===== src/rtl/mem_arbiter_pkg.sv =====
// Shared definitions for the memory arbiter: requester port identifiers and
// the memory read latency assumed by the read-return path.
package mem_arbiter_pkg;

   typedef enum logic {
      PORT_HOST = 1'b0,
      PORT_GPU  = 1'b1
   } port_e;

   localparam int MEM_RD_LAT = 1;

endpackage


===== src/rtl/mem_arbiter.sv =====
// Two-port arbiter sharing the single-port byte memory between the host command
// controller and the GPU sprite engine: round-robin with a bounded GPU burst lock.
module mem_arbiter
   import mem_arbiter_pkg::*;
#(
   parameter int MAX_BURST = 16
) (
   input  logic        clk,
   input  logic        rst_n,
   input  logic        h_req,
   input  logic        h_we,
   input  logic [15:0] h_addr,
   input  logic [7:0]  h_wdata,
   output logic        h_ack,
   output logic        h_rvalid,
   output logic [7:0]  h_rdata,
   input  logic        g_req,
   input  logic        g_we,
   input  logic [15:0] g_addr,
   input  logic [7:0]  g_wdata,
   output logic        g_ack,
   output logic        g_rvalid,
   output logic [7:0]  g_rdata,
   input  logic        g_lock,
   output logic        mem_read,
   output logic        mem_write,
   output logic [15:0] mem_addr,
   output logic [7:0]  mem_write_byte,
   input  logic [7:0]  mem_read_byte
);

   localparam int                CNT_W     = $clog2(MAX_BURST + 1);
   localparam logic [CNT_W-1:0]  BURST_MAX = CNT_W'(MAX_BURST);
   localparam logic [CNT_W-1:0]  CNT_ONE   = CNT_W'(1);

   port_e             last_q, last_d;
   logic [CNT_W-1:0]  burst_cnt_q, burst_cnt_d;
   logic              h_pend_q, h_pend_d, g_pend_q, g_pend_d;
   logic              h_rvalid_q, h_rvalid_d, g_rvalid_q, g_rvalid_d;
   logic [7:0]        h_rdata_q, h_rdata_d, g_rdata_q, g_rdata_d;
   logic              mem_read_q, mem_read_d, mem_write_q, mem_write_d;
   logic [15:0]       mem_addr_q, mem_addr_d;
   logic [7:0]        mem_wbyte_q, mem_wbyte_d;

   logic              grant_h, grant_g, at_limit, lock_on;
   port_e             win;

   // Winner select. The lock only counts once the GPU actually holds a grant
   // streak (burst_cnt != 0), and the burst limit overrides it.
   always_comb begin
      grant_h  = 1'b0;
      grant_g  = 1'b0;
      at_limit = (burst_cnt_q == BURST_MAX);
      lock_on  = g_lock && g_req && (last_q == PORT_GPU) && (burst_cnt_q != '0);
      if (rst_n) begin
         if (h_req && g_req) begin
            if (lock_on && !at_limit) begin
               grant_g = 1'b1;
            end else if (last_q == PORT_HOST) begin
               grant_g = 1'b1;
            end else begin
               grant_h = 1'b1;
            end
         end else begin
            grant_h = h_req;
            grant_g = g_req;
         end
      end
   end

   assign h_ack = grant_h;
   assign g_ack = grant_g;
   assign win   = grant_g ? PORT_GPU : PORT_HOST;

   always_comb begin
      last_d      = last_q;
      burst_cnt_d = burst_cnt_q;
      mem_read_d  = 1'b0;
      mem_write_d = 1'b0;
      mem_addr_d  = mem_addr_q;
      mem_wbyte_d = mem_wbyte_q;
      h_pend_d    = 1'b0;
      g_pend_d    = 1'b0;
      if (grant_h || grant_g) begin
         last_d = win;
         if ((win == last_q) && (burst_cnt_q != '0)) begin
            burst_cnt_d = at_limit ? burst_cnt_q : burst_cnt_q + CNT_ONE;
         end else begin
            burst_cnt_d = CNT_ONE;
         end
         mem_write_d = grant_g ? g_we : h_we;
         mem_read_d  = !mem_write_d;
         mem_addr_d  = grant_g ? g_addr : h_addr;
         if (mem_write_d) begin
            mem_wbyte_d = grant_g ? g_wdata : h_wdata;
         end
         h_pend_d = grant_h && !h_we;
         g_pend_d = grant_g && !g_we;
      end
      // Memory returns data one cycle after the strobe; the held copy keeps the
      // last delivered byte visible between pulses.
      h_rvalid_d = h_pend_q;
      g_rvalid_d = g_pend_q;
      h_rdata_d  = h_rvalid_q ? mem_read_byte : h_rdata_q;
      g_rdata_d  = g_rvalid_q ? mem_read_byte : g_rdata_q;
   end

   always_ff @(posedge clk or negedge rst_n) begin
      if (!rst_n) begin
         last_q      <= PORT_GPU;
         burst_cnt_q <= '0;
         h_pend_q    <= 1'b0;
         g_pend_q    <= 1'b0;
         h_rvalid_q  <= 1'b0;
         g_rvalid_q  <= 1'b0;
         h_rdata_q   <= '0;
         g_rdata_q   <= '0;
         mem_read_q  <= 1'b0;
         mem_write_q <= 1'b0;
         mem_addr_q  <= '0;
         mem_wbyte_q <= '0;
      end else begin
         last_q      <= last_d;
         burst_cnt_q <= burst_cnt_d;
         h_pend_q    <= h_pend_d;
         g_pend_q    <= g_pend_d;
         h_rvalid_q  <= h_rvalid_d;
         g_rvalid_q  <= g_rvalid_d;
         h_rdata_q   <= h_rdata_d;
         g_rdata_q   <= g_rdata_d;
         mem_read_q  <= mem_read_d;
         mem_write_q <= mem_write_d;
         mem_addr_q  <= mem_addr_d;
         mem_wbyte_q <= mem_wbyte_d;
      end
   end

   assign h_rvalid       = h_rvalid_q;
   assign g_rvalid       = g_rvalid_q;
   assign h_rdata        = h_rvalid_q ? mem_read_byte : h_rdata_q;
   assign g_rdata        = g_rvalid_q ? mem_read_byte : g_rdata_q;
   assign mem_read       = mem_read_q;
   assign mem_write      = mem_write_q;
   assign mem_addr       = mem_addr_q;
   assign mem_write_byte = mem_wbyte_q;

endmodule


===== config.mk =====
export PLATFORM = sky130hd
export DESIGN_NAME = mem_arbiter
export DESIGN_NICKNAME = d
export VERILOG_FILES = /design/src/rtl/mem_arbiter_pkg.sv /design/src/rtl/mem_arbiter.sv
export SDC_FILE = /design/constraint.sdc
export NUM_CORES = 1
export LEC_CHECK = 0
export ABC_AREA = 1
export CAP_MARGIN = 20
export CELL_PAD_IN_SITES_DETAIL_PLACEMENT = 1
export CELL_PAD_IN_SITES_GLOBAL_PLACEMENT = 2
export CORE_ASPECT_RATIO = 0.7
export CORE_MARGIN = 3
export CORE_UTILIZATION = 23
export DETAILED_ROUTE_END_ITERATION = 10
export PLACE_DENSITY_LB_ADDON = 0.25
export SETUP_SLACK_MARGIN = 0.02
export SYNTH_ARGS = -nofsm -noshare
export SYNTH_HDL_FRONTEND = slang
export SYNTH_SLANG_ARGS = --single-unit

===== constraint.sdc =====
create_clock -name clk -period 2 [get_ports clk]
set_clock_uncertainty 0.15 [all_clocks]
set_input_delay 0.3 -clock clk [delete_from_list [all_inputs] [get_ports clk]]
set_output_delay 0.3 -clock clk [all_outputs]
set_load 0.005 [all_outputs]

# [Word level (Yosys, flattened, before mapping)]
# Cells that the tools add are included.
[classes] n_mux=20 n_div=0 shift=0 add_sub_neg=1 order_cmp=0 n_reduce_logical=16 eq_ne=3 multipliers=0 bitwise=0
[ops] operator="two-way mux 8 bit" count=3
[ops] operator="two-way mux 16 bit" count=1
[ops] operator="two-way mux 1 bit" count=14
[ops] operator="two-way mux 5 bit" count=2
[ops] operator="logical AND 1 bit" count=8
[ops] operator="adder 5 x 1 -> 5 bit (second input constant)" count=1
[ops] operator="equality test 5 bit (second input constant)" count=1
[ops] operator="nonzero test 5 bit" count=1
[ops] operator="logical NOT 1 bit" count=4
[ops] operator="AND reduction 2 bit" count=2
[ops] operator="inequality test 2 bit (second input constant)" count=1
[ops] operator="equality test 1 bit" count=1
[ops] operator="logical OR 1 bit" count=1
[totals] in_bits=63 latch_bits=0 n_memories=0 romBits=0 regBits=52 ramBits=0 output_inout_bits=46 wordCells=52

# [Logic depth before layout (Yosys ltp)]
# Gate-level depths: netlist of run 1.
[logic_depth] word_depth=12 depth_mapped=12 depth_no_buf=12

# [Worst setup path after synthesis of run 1]
# Ideal clock, no wire load.
[synth_path] kind="reg2reg" start="register burst_cnt_q[0]" end="register mem_wbyte_q[0], in the netlist mem_write_byte[0]" setup_time_ns=0.117 stages_incl_launch_ff=13 arrival_ns=1.333 setup_slack_ns=0.400 cell_sequence="dfrtp_1 -> inv_1 -> ha_1 -> nand2_2 -> nand2_2 -> nand2_2 -> nand2_4 -> inv_6 -> nand2_4 -> nand2_1 -> nand2_2 -> nand2_1 -> nand2_1"
[synth_between] elab_chain_cells=8 word_cells_on_any_way=15 classes_between="1 x eq/ne; 8 x mux; 6 x reduce/logical"
[synth_lines] element="from (decl)" line="mem_arbiter.sv:37" text="logic [CNT_W-1:0] burst_cnt_q, burst_cnt_d;"
[synth_lines] element="from (signal assigned)" line="mem_arbiter.sv:124" text="burst_cnt_q <= burst_cnt_d;"
[synth_lines] element="equality test 5 bit / nonzero test 5 bit (equally long branches)" line="mem_arbiter.sv:53, mem_arbiter.sv:54"
[synth_lines] element="logical NOT 1 bit / logical AND 1 bit (equally long branches)" line="mem_arbiter.sv:57, mem_arbiter.sv:54"
[synth_lines] element="logical AND 1 bit (*)" line="mem_arbiter.sv:57" text="if (lock_on && !at_limit) begin"
[synth_lines] element="two-way mux 1 bit (*)" line="mem_arbiter.sv:57"
[synth_lines] element="two-way mux 1 bit (*)" line="mem_arbiter.sv:56" text="if (h_req && g_req) begin"
[synth_lines] element="two-way mux 1 bit (*)" line="mem_arbiter.sv:55" text="if (rst_n) begin"
[synth_lines] element="via g_ack" line="mem_arbiter.sv:21" text="output logic g_ack,"
[synth_lines] element="two-way mux 1 bit / logical OR 1 bit (equally long branches)" line="mem_arbiter.sv:91, mem_arbiter.sv:84"
[synth_lines] element="AND reduction 2 bit (no source line)"
[synth_lines] element="to (signal assigned)" line="mem_arbiter.sv:134" text="mem_wbyte_q <= mem_wbyte_d;"
[synth_lines] element="to (decl)" line="mem_arbiter.sv:43" text="logic [7:0] mem_wbyte_q, mem_wbyte_d;"
# The timed path passes the listed nets; every way through them passes the cells marked *.
# A chain may end at the register's enable or synchronous reset.

# [Worst setup path after layout of run 1]
[layout_path] start="register h_rvalid_q, in the netlist h_rvalid" end="output h_rdata[5]"
[layout_between] elab_chain_cells=1
[layout_lines] element="from (decl)" line="mem_arbiter.sv:39" text="logic h_rvalid_q, h_rvalid_d, g_rvalid_q, g_rvalid_d;"
[layout_lines] element="from (signal assigned)" line="mem_arbiter.sv:127" text="h_rvalid_q <= h_rvalid_d;"
[layout_lines] element="two-way mux 8 bit" line="mem_arbiter.sv:140" text="assign h_rdata = h_rvalid_q ? mem_read_byte : h_rdata_q;"
[layout_lines] element="to (decl)" line="mem_arbiter.sv:16" text="output logic [7:0] h_rdata,"
# No other way between the ends.

==> flow_metrics.tcl, run 1 <==
set metrics [dict create \
    rr_endpoint "mem_addr[11]$_DFFE_PN0P_" \
    ant_nets 0 \
    die_y_um 91.4 \
    cp_slowest_stage_delay_ps 390 \
    numPortBuffers 108 \
    die_w_um 128 \
    hold_violations 0 \
    crit_chain "buf_4 -> buf_12 -> mux2_2 -> dlygate4sd2_1" \
    area_growth_pct 69.1 \
    yosysWarnings 0 \
    synth_commonest_cells "nand2_1 (105), dfrtp_1 (51), o21ai_0 (32)" \
    ys_ff_latch 52 \
    p_leak_nw 1.97 \
    fillers 1190 \
    detail_route.wl_per_cell_um 13.1 \
    cp_num_buf_inv 3 \
    syn_nets 341 \
    fp.coreArea_um2 9910 \
    grt_max_degree 43 \
    slew_headroom_pct 65.9 \
    power.total_mw 3.09 \
    worstPathMaxFanout 8 \
    cp.arrival_ps 1500 \
    layout_min_cycle_time_ps 1950 \
    synth.avg_cell_area_um2 8.69 \
    cts-root-buf "clkbuf_16" \
    seq_area_frac_synth_pct 54.3 \
    worstSkewPairLatency_ps 290 \
    first_global_vias 2226 \
    dpl.hpwl_um 5310 \
    setup_viol 0 \
    rows 30 \
    p_per_area_nw_per_um2 763 \
    clock_path_buffers 2 \
    overflow 0 \
    hold_class "reg -> reg" \
    antenna_found_initial 0 \
    worst_setup_path_end_kind "output port" \
    diodes 0 \
    vias 2243 \
    first_iter_violations 132 \
    whs_path_depth 0 \
    cts_tree "built" \
    syn_inst 276 \
    drt_pass1_iterations 4 \
    drt-total-wl_um 7100 \
    min_from "g_pend_q$_DFF_PN0_" \
    whs_ps 200 \
    htree_levels 2 \
    clock.fmax_mhz 512 \
    gp_congestion 0.718 \
    start_kind "flip-flop" \
    worst_pin_slew_ps 511 \
    routed_via_density 4.15 \
    rsz0062_at_grt "true" \
    cts_made_buffers 5 \
    grt_pass1_wl_um 11300 \
    cp.depth 4 \
    drive_gt1_share_pct 17.7 \
    clk_pin_slew_worst_paths_ps 70 \
    die_area_um2 11700 \
    cts_sinks 52 \
    netlist.area_leader.share_pct 53.2 \
    crit_required_ps 1550 \
    final.period_utilization_pct 97.6 \
    drv_cap 0 \
    yosysMostFrequentCell "nand2_1" \
    synth_enable_flop_cells 0 \
    irDropWorstVdd_uv 333 \
    synthDistinctLibCells 19 \
    remaining_drc_errors 0 \
    async_reset_ff_share_pct 100 \
    criticalPathCategory "reg -> out" \
    start_util_pct 24.2 \
    fin_nets 477 \
    fin_setup_tns_ps 0 \
    syn-cell-area_um2 2400 \
    synth_top_area_cell "dfrtp_1" \
    crit_family "buffers and inverters" \
    crit_slowest_cell "dfrtp_1" \
    maxSlewViolCount 0 \
    worst-r2r-setup-slack_ps 240 \
    ioPinCount 109 \
    ys_top_cells_by_area "dfrtp_1 (53%), nand2_1 (16%), mux2_2 (7.5%)" \
    status "completed" \
    grt_usage_pct 12.0 \
    reg2reg_depth 9 \
    min_to "g_rvalid$_DFF_PN0_" \
    r2r_start "last_q$_DFFE_PN1P_" \
    synthFlopType "dfrtp_1" \
]
## through the flow
step,setup WS (ps),utilization [%],instances,instance area [µm²]
floorplan,400,-,276,2400
global placement,-294,38.0,522,3760
detailed placement,-298,38.0,522,3760
CTS,41.0,40.0,536,3960
global route,2.57,40.9,541,4050
finish,48.5,40.9,541,4050
## layer usage
metal	vias to the layer above	share of wire [%]	global-route usage (%)
met3	4	9.8	4.88
met4	0	0.51	2.12
met5	-	0	0
met2	75	42	18.2
li1	1128	-	-
met1	1036	47	16.3
## what timing repair did
item / CTS / global route
endpoints found under the hold margin: 11 / 0
cloned: 0 / 1
setup buffers: 4 / 4
hold buffers: 2 / 0
endpoints found under the setup margin: 18 / 20
pin swaps: 0 / 5
resized for setup: 27 / 21
## where the power goes
part	leakage, nW	switching, mW	total (mW)	internal [mW]
Clock	0.0719	0.401	0.877	0.475
Sequential	0.641	0.0705	1.29	1.22
Combinational	1.25	0.371	0.921	0.550
## worst max-delay path by stage
stage,startpoint,to,slack [ps]
after global routing,h_rvalid$_DFF_PN0_,h_rdata[5],3
after CTS,burst_cnt_q[0]$_DFFE_PN0P_,h_ack,40
after detailed placement,g_req,h_ack,-300
final,h_rvalid$_DFF_PN0_,h_rdata[5],50
after floorplan,burst_cnt_q[0]$_DFFE_PN0P_,mem_write_byte[0]$_DFFE_PN0P_,400
after global placement,g_req,h_ack,-290
## worst register-to-register path, delay by kind of cell (launching register included)
kind	cells	cell delay (ps)
DFF	1	530
buffers and inverters	3	390
and+or+nand+nor	4	380
AOI/OAI and AO/OA	2	190
## cell families after synthesis
family	share of synthesized area, %
adder cells (fa/ha/maj)	1.04
flip-flops	54.3
AND/OR/NAND/NOR	21.0
AO/OA/AOI/OAI	8.40
buffers and inverters	6.63
XOR/XNOR	1.10
multiplexers	7.52
## sequential cells by signal, summed over array words and instances (netlist names)
register / flops
last_q: 1
burst_cnt_q: 5
mem_read: 1
h_rvalid: 1
g_rvalid: 1
g_rdata_q: 8
mem_write: 1
g_pend_q: 1
h_rdata_q: 8
h_pend_q: 1
mem_addr: 16
mem_write_byte: 8
## final cells by class
| cell class | count | area, µm² | area share [%] |
|---|---|---|---|
| Clock buffer | 5 | 125 | 3.09 |
| Inverter | 30 | 118 | 2.90 |
| Sequential cell | 52 | 1300 | 32.2 |
| Timing Repair Buffer | 137 | 1320 | 32.5 |
| Multi-Input combinational cell | 186 | 1000 | 24.7 |
| Tap cell | 128 | 160 | 3.95 |
| Clock inverter | 3 | 27.5 | 0.679 |
## layout by cell type (no fill, tap or decap), types with 4 or more instances in the layout
cell	count
nand2_1	103
clkdlybuf4s50_1	87
dfrtp_1	50
o21ai_0	32
inv_1	27
buf_4	23
mux2_2	14
dlygate4sd2_1	12
nor2_1	9
nand2_4	6
clkbuf_16	5
clkdlybuf4s15_1	5
nand3_1	4
Power figures use the tool's default switching activity.
==> inputs of run 2 (changes only) <==
--- a/config.mk
+++ b/config.mk
@@ -5,13 +5,12 @@
 export SDC_FILE = /design/constraint.sdc
 export NUM_CORES = 1
 export LEC_CHECK = 0
-export ABC_AREA = 1
 export CAP_MARGIN = 20
 export CELL_PAD_IN_SITES_DETAIL_PLACEMENT = 1
 export CELL_PAD_IN_SITES_GLOBAL_PLACEMENT = 2
 export CORE_ASPECT_RATIO = 0.7
 export CORE_MARGIN = 3
-export CORE_UTILIZATION = 23
+export CORE_UTILIZATION = 25
 export DETAILED_ROUTE_END_ITERATION = 10
 export PLACE_DENSITY_LB_ADDON = 0.25
 export SETUP_SLACK_MARGIN = 0.02
==> flow_metrics.tcl, run 2 <==
set metrics [dict create \
    status "finished with violations" \
    violations "hold timing, setup timing" \
    detail_route.wl_per_cell_um 15.6 \
    final_common_cell "clkdlybuf4s50_1" \
    syn_nets 254 \
    synth_enable_flop_cells 0 \
    first_global_vias 2101 \
    synth.avg_cell_area_um2 12.4 \
    remaining_drc_errors 0 \
    synthFlopType "dfrtp_1" \
    htree_levels 2 \
    synth_top_family_by_area "multiplexers" \
    yosysWarnings 0 \
    maxSlewViolCount 0 \
    antenna_found_initial 0 \
    synth_commonest_cells "dfrtp_1 (51), mux2_2 (32), nand2_1 (21)" \
    whs_ps -9.66 \
    power_switching_mw 1.01 \
    cp.arrival_ps 2150 \
    drv_cap 0 \
    syn-cell-area_um2 2350 \
    drive_gt1_share_pct 30.1 \
    area_growth_pct 82.6 \
    ys_ff_latch 52 \
    worst_setup_path_end_kind "flip-flop" \
    cts_tree "built" \
    setup_viol 9 \
    muxShareOfSynthArea_pct 23.0 \
    synth_top_area_cell "dfrtp_1" \
    synthDistinctLibCells 31 \
    p_per_area_nw_per_um2 956 \
    drt_pass1_iterations 3 \
    die_y_um 87.1 \
    irDropWorstVdd_uv 399 \
    worstSkewPairLatency_ps 280 \
    synth_fa_ha_area_share_pct 1.07 \
    dpl.hpwl_um 5360 \
    seq_area_frac_synth_pct 55.5 \
    fin_nets 403 \
    layout_min_cycle_time_ps 2130 \
    grt_max_degree 32 \
    ys_top_cells_by_area "dfrtp_1 (54%), mux2_2 (15%), mux2i_1 (7.7%)" \
    yosysMostFrequentCell "dfrtp_1" \
    layout_common_cells "clkdlybuf4s50_1 (89), dfrtp_1 (51), buf_4 (30)" \
    cts-root-buf "clkbuf_16" \
    synthXorXnorAreaFrac_pct 0 \
    internal-power_mw 3.08 \
    start_kind "flip-flop" \
    drt-total-wl_um 7180 \
    cts_made_buffers 5 \
    clock_path_buffers 2 \
    fin_setup_tns_ps -1080 \
    start_util_pct 26.7 \
    fp.coreArea_um2 8790 \
    async_reset_ff_share_pct 100 \
    syn_inst 189 \
    grt_usage_pct 13.0 \
    power.share.switching_pct 24.7 \
    cts_sinks 52 \
    largest_reg_flops 16 \
    crit_required_ps 2020 \
    die_area_um2 10600 \
    p_leak_nw 1.92 \
    clock.fmax_mhz 470 \
    hold_violations 31 \
    grt_pass1_wl_um 10800 \
    gp_congestion 0.733 \
    clk_pin_slew_worst_paths_ps 70 \
    slew_headroom_pct 73.2 \
    vias 1983 \
    first_iter_violations 41 \
    numPortBuffers 108 \
    routed_via_density 4.32 \
    rows 28 \
    ioPinCount 109 \
    synth_compound_area_share_pct 8.27 \
    overflow 0 \
    placed_area_um2 3840 \
    worstPathMaxFanout 9 \
    clock_power_share_pct 29.8 \
    criticalPathCategory "reg -> reg" \
    rsz0062_at_grt "true" \
    combPwrFrac_pct 35.7 \
    netlist.area_leader.share_pct 54.4 \
    die_w_um 122 \
    seq_power_share_pct 34.5 \
    worst_pin_slew_ps 402 \
    synth_simple_gate_area_share_pct 8.59 \
    final.period_utilization_pct 106 \
    reg2reg_depth 9 \
    fin_area_um2 4280 \
    diodes 0 \
    worst_slack_ps -128 \
    hold_class "in -> async" \
    ant_nets 0 \
]
## run 2: cell count changes after synthesis, moves of 3 or more
cell,before,now
nand2_1,105,21
inv_1,29,6
mux2i_1,0,18
mux2_2,16,32
o21ai_0,32,18
nor2_1,11,2
buf_2,6,0
nand2_2,4,0
and2_1,0,3
buf_6,0,3
o21ai_1,3,0
## run 2: critical path, stage by stage (launching register included)
cell     delay (ps)
dfrtp_1         410
inv_2            90
ha_4            130
nor3b_4         220
o22a_4          230
inv_4            40
buf_6           110
a22oi_4         170
buf_12          160
mux2_4          300
## run 2: worst paths after layout
| path | startpoint | end | slack (ps) |
|---|---|---|---|
| setup / recovery | burst_cnt_q[1]$_DFFE_PN0P_ | mem_write_byte[6]$_DFFE_PN0P_ | -130 |
| hold / removal | rst_n | burst_cnt_q[2]$_DFFE_PN0P_ | -10 |
| setup reg to reg | burst_cnt_q[1]$_DFFE_PN0P_ | mem_write_byte[6]$_DFFE_PN0P_ | -130 |
| hold reg to reg | h_pend_q$_DFF_PN0_ | h_rvalid$_DFF_PN0_ | 210 |
| max in group asynchronous | rst_n | mem_addr[12]$_DFFE_PN0P_ | 990 |
| min in group clk | h_pend_q$_DFF_PN0_ | h_rvalid$_DFF_PN0_ | 210 |
## run 2: timing repair
action | CTS | global route
resized for setup | 28 | 39
buffers inserted | 5 | 5
hold buffers | 2 | 0
endpoints found under the setup margin | 40 | 31
hold endpoints to repair | 20 | 0
pin swaps | 1 | 2
gates cloned | 0 | 1
## run 2: per-stage QoR
step / instances / power (mW) / util, % / hold slack (ps) / setup slack [ps]
6_report: 459 / 4.09 / 48.7 / -9.66 / -128
5_1_grt: 459 / 4.33 / 48.7 / 36.1 / -197
4_1_cts: 453 / 4.01 / 46.8 / 1.63 / -84.0
3_5_place_dp: 438 / 2.80 / 43.7 / 181 / -233
3_3_place_gp: 438 / 2.77 / 43.7 / 181 / -226
2_1_floorplan: 189 / 1.95 / - / -146 / -90.3
## run 2: routing by layer
layer  GRT usage, %  share of wire (%)
met4           2.75               0.53
met3           5.19                9.3
met1           16.8                 44
met2           20.7                 46
met5              0                  0
## run 2: cell families after synthesis
family / after synthesis
AOI/OAI and AO/OA: 30
muxes: 50
DFF: 52
buffers and inverters: 16
adders and majority gates: 2
and+or+nand+nor: 39
## run 2: area by class of cell
class                   instances  area [µm²]
fillers                       946        4510
clock inverters                 3        90.1
multi-input cells             121        1080
flip-flops and latches         52        1300
well taps                     120         150
repair buffers                151        1510
inverters                       7        28.8
clock buffers                   5         125
## run 2: power by group through the flow
stage               registers (mW)  clock network, mW  logic [mW]
floorplan                     1.43                  0       0.519
global placement              1.42                  0        1.35
detailed placement            1.43                  0        1.37
CTS                           1.41               1.25        1.34
global route                  1.44               1.30        1.59
finish                        1.41               1.22        1.46
==> inputs of run 3 (changes only) <==
--- a/config.mk
+++ b/config.mk
@@ -10,7 +10,7 @@
 export CELL_PAD_IN_SITES_GLOBAL_PLACEMENT = 2
 export CORE_ASPECT_RATIO = 0.7
 export CORE_MARGIN = 3
-export CORE_UTILIZATION = 25
+export CORE_UTILIZATION = 22
 export DETAILED_ROUTE_END_ITERATION = 10
 export PLACE_DENSITY_LB_ADDON = 0.25
 export SETUP_SLACK_MARGIN = 0.02
==> constraint.sdc (replaced) <==
create_clock -name clk -period 1.8 [get_ports clk]
set_clock_uncertainty 0.15 [all_clocks]
set_input_delay 0.27 -clock clk [delete_from_list [all_inputs] [get_ports clk]]
set_output_delay 0.27 -clock clk [all_outputs]
set_load 0.05 [all_outputs]
==> flow_metrics.tcl, run 3 (synthesis gave the netlist of run 2 again) <==
set metrics [dict create \
    fillers 1039 \
    die_y_um 92.4 \
    combPwrFrac_pct 52.7 \
    ioPinCount 109 \
    internal-power_mw 3.66 \
    fp.coreArea_um2 10000 \
    die_area_um2 12000 \
    largest_reg_flops 16 \
    start_kind "flip-flop" \
    dpl.hpwl_um 5450 \
    grt_pass1_wl_um 12000 \
    cp.arrival_ps 1770 \
    drive_gt1_share_pct 48.4 \
    cts_tree "built" \
    layout_common_cells "clkdlybuf4s50_1 (61), buf_4 (59), dfrtp_1 (49)" \
    cts-root-buf "clkbuf_16" \
    layout_min_cycle_time_ps 2190 \
    p_leak_nw 2.15 \
    vias 2040 \
    clock_power_share_pct 19.9 \
    worst_setup_path_end_kind "output port" \
    diodes 0 \
    drv_cap 0 \
    placed_area_um2 3980 \
    drt-total-wl_um 7770 \
    gp_congestion 0.721 \
    area_growth_pct 97.8 \
    cts_made_buffers 5 \
    rows 30 \
    worstPathMaxFanout 4 \
    hold_violations 0 \
    antenna_found_initial 0 \
    clock_path_buffers 2 \
    hold_class "in -> async" \
    grt_usage_pct 12.8 \
    detail_route.wl_per_cell_um 16.2 \
    final_common_cell "clkdlybuf4s50_1" \
    die_w_um 129 \
    fin_area_um2 4640 \
    setup_viol 32 \
    power.share.switching_pct 36.5 \
    final.period_utilization_pct 122 \
    fin_util_pct 46.3 \
    drt_pass1_iterations 4 \
    start_util_pct 23.4 \
    htree_levels 2 \
    r2r_start "burst_cnt_q[0]$_DFFE_PN0P_" \
    place_ws_ps -419 \
    numPortBuffers 108 \
    irDropWorstVdd_uv 454 \
    grt_max_degree 36 \
    p_per_area_nw_per_um2 1240 \
    rsz0062_at_grt "true" \
    cts_sinks 52 \
    cp_common_cell "buf_12" \
    remaining_drc_errors 0 \
    worst_slack_ps -393 \
    worst-r2r-setup-slack_ps -380 \
    first_iter_violations 24 \
    status "finished with violations" \
    fin_nets 415 \
    power_switching_mw 2.11 \
    maxSlewViolCount 0 \
    reg2reg_depth 8 \
    rr_endpoint "mem_write_byte[6]$_DFFE_PN0P_" \
    cp_slowest_stage_delay_ps 400 \
    seq_power_share_pct 27.4 \
    criticalPathCategory "reg -> out" \
    crit_slowest_cell "dfrtp_1" \
    slew_headroom_pct 67.7 \
    overflow 0 \
    clock.fmax_mhz 456 \
    crit_required_ps 1380 \
    routed_via_density 4.26 \
    first_global_vias 2216 \
    worstSkewPairLatency_ps 280 \
    worst_pin_slew_ps 484 \
    clk_pin_slew_worst_paths_ps 70 \
    crit_chain "inv_2 -> ha_4 -> nor3b_4 -> o22a_2 -> buf_12 -> inv_12 -> buf_6 -> buf_12" \
    ant_nets 0 \
    violations "setup timing" \
]
==> run 3: cell count changes in the layout (fill, tap and decap cells not counted), moves of 3 or more <==
cell / previous run / this run
buf_12: 8 / 27
clkdlybuf4s15_1: 6 / 0
mux2i_1: 12 / 9
clkdlybuf4s50_1: 89 / 61
buf_6: 3 / 13
mux2_2: 22 / 2
o21ai_0: 6 / 0
mux2_4: 10 / 30
buf_4: 30 / 59
dlygate4sd2_1: 9 / 0
mux2i_2: 6 / 9
o21ai_1: 11 / 17
==> run 3: worst max-delay path, delay by kind of cell, from the launching register on <==
family	cells	cell delay [ps]
and+or+nand+nor	1	230
DFF	1	400
buffers and inverters	5	510
adders and majority gates	1	130
AOI/OAI and AO/OA	1	210
==> run 3: per-layer routing <==
layer  vias to the layer above  share of wire (%)  track usage (%)  wire length [µm]
met5                         -                  0                0                 0
met4                         0               0.35             1.56                27
met3                         2                7.7             4.73               596
met2                        75                 45             19.6              3520
met1                       977                 47             17.8              3630
li1                        986                  -                -                 -
==> run 3: timing repair <==
action / CTS / global route
endpoints found under the setup margin: 48 / 48
endpoints found under the hold margin: 17 / 0
setup buffers: 16 / 13
pin swaps: 4 / 9
gates cloned: 1 / 0
gates resized for setup: 38 / 47
hold buffers: 1 / 0
==> run 3: power by group through the flow <==
stage	clock [mW]	combinational, mW	sequential (mW)
2_1_floorplan	0	1.01	2.03
3_3_place_gp	0	2.64	1.59
3_5_place_dp	0	2.67	1.61
4_1_cts	1.19	2.86	1.58
5_1_grt	1.25	3.20	1.62
6_report	1.15	3.04	1.58
==> run 3: metrics by stage <==
| stage | TNS, ps | hold WS [ps] | power [mW] | std cells |
|---|---|---|---|---|
| floorplan | -4070 | -176 | 3.04 | 189 |
| global route | -10970 | 130 | 6.06 | 479 |
| detailed placement | -9530 | 190 | 4.28 | 443 |
| global placement | -9260 | 183 | 4.23 | 443 |
| finish | -8240 | 71.3 | 5.77 | 479 |
| CTS | -8280 | 76.4 | 5.63 | 468 |
==> run 3: area by class of cell <==
cell class / instances / area, µm² / area share, %
repair buffers: 163 / 1770 / 38.2
flip-flops and latches: 52 / 1310 / 28.1
multi-input cells: 121 / 1180 / 25.5
well taps: 128 / 160 / 3.45
clock buffers: 7 / 153 / 3.29
inverters: 7 / 38.8 / 0.836
clock inverters: 1 / 30.0 / 0.647
==> run 3: how the worst max path moves through the flow <==
stage | from | to | cells after the start
finish | burst_cnt_q[0]$_DFFE_PN0P_ | g_ack | 8
global route | burst_cnt_q[0]$_DFFE_PN0P_ | g_ack | 8
CTS | burst_cnt_q[0]$_DFFE_PN0P_ | g_ack | 8
detailed placement | g_lock | mem_addr[2]$_DFFE_PN0P_ | 7
global placement | h_req | mem_addr[6]$_DFFE_PN0P_ | 7
floorplan | burst_cnt_q[1]$_DFFE_PN0P_ | mem_write_byte[0]$_DFFE_PN0P_ | 8
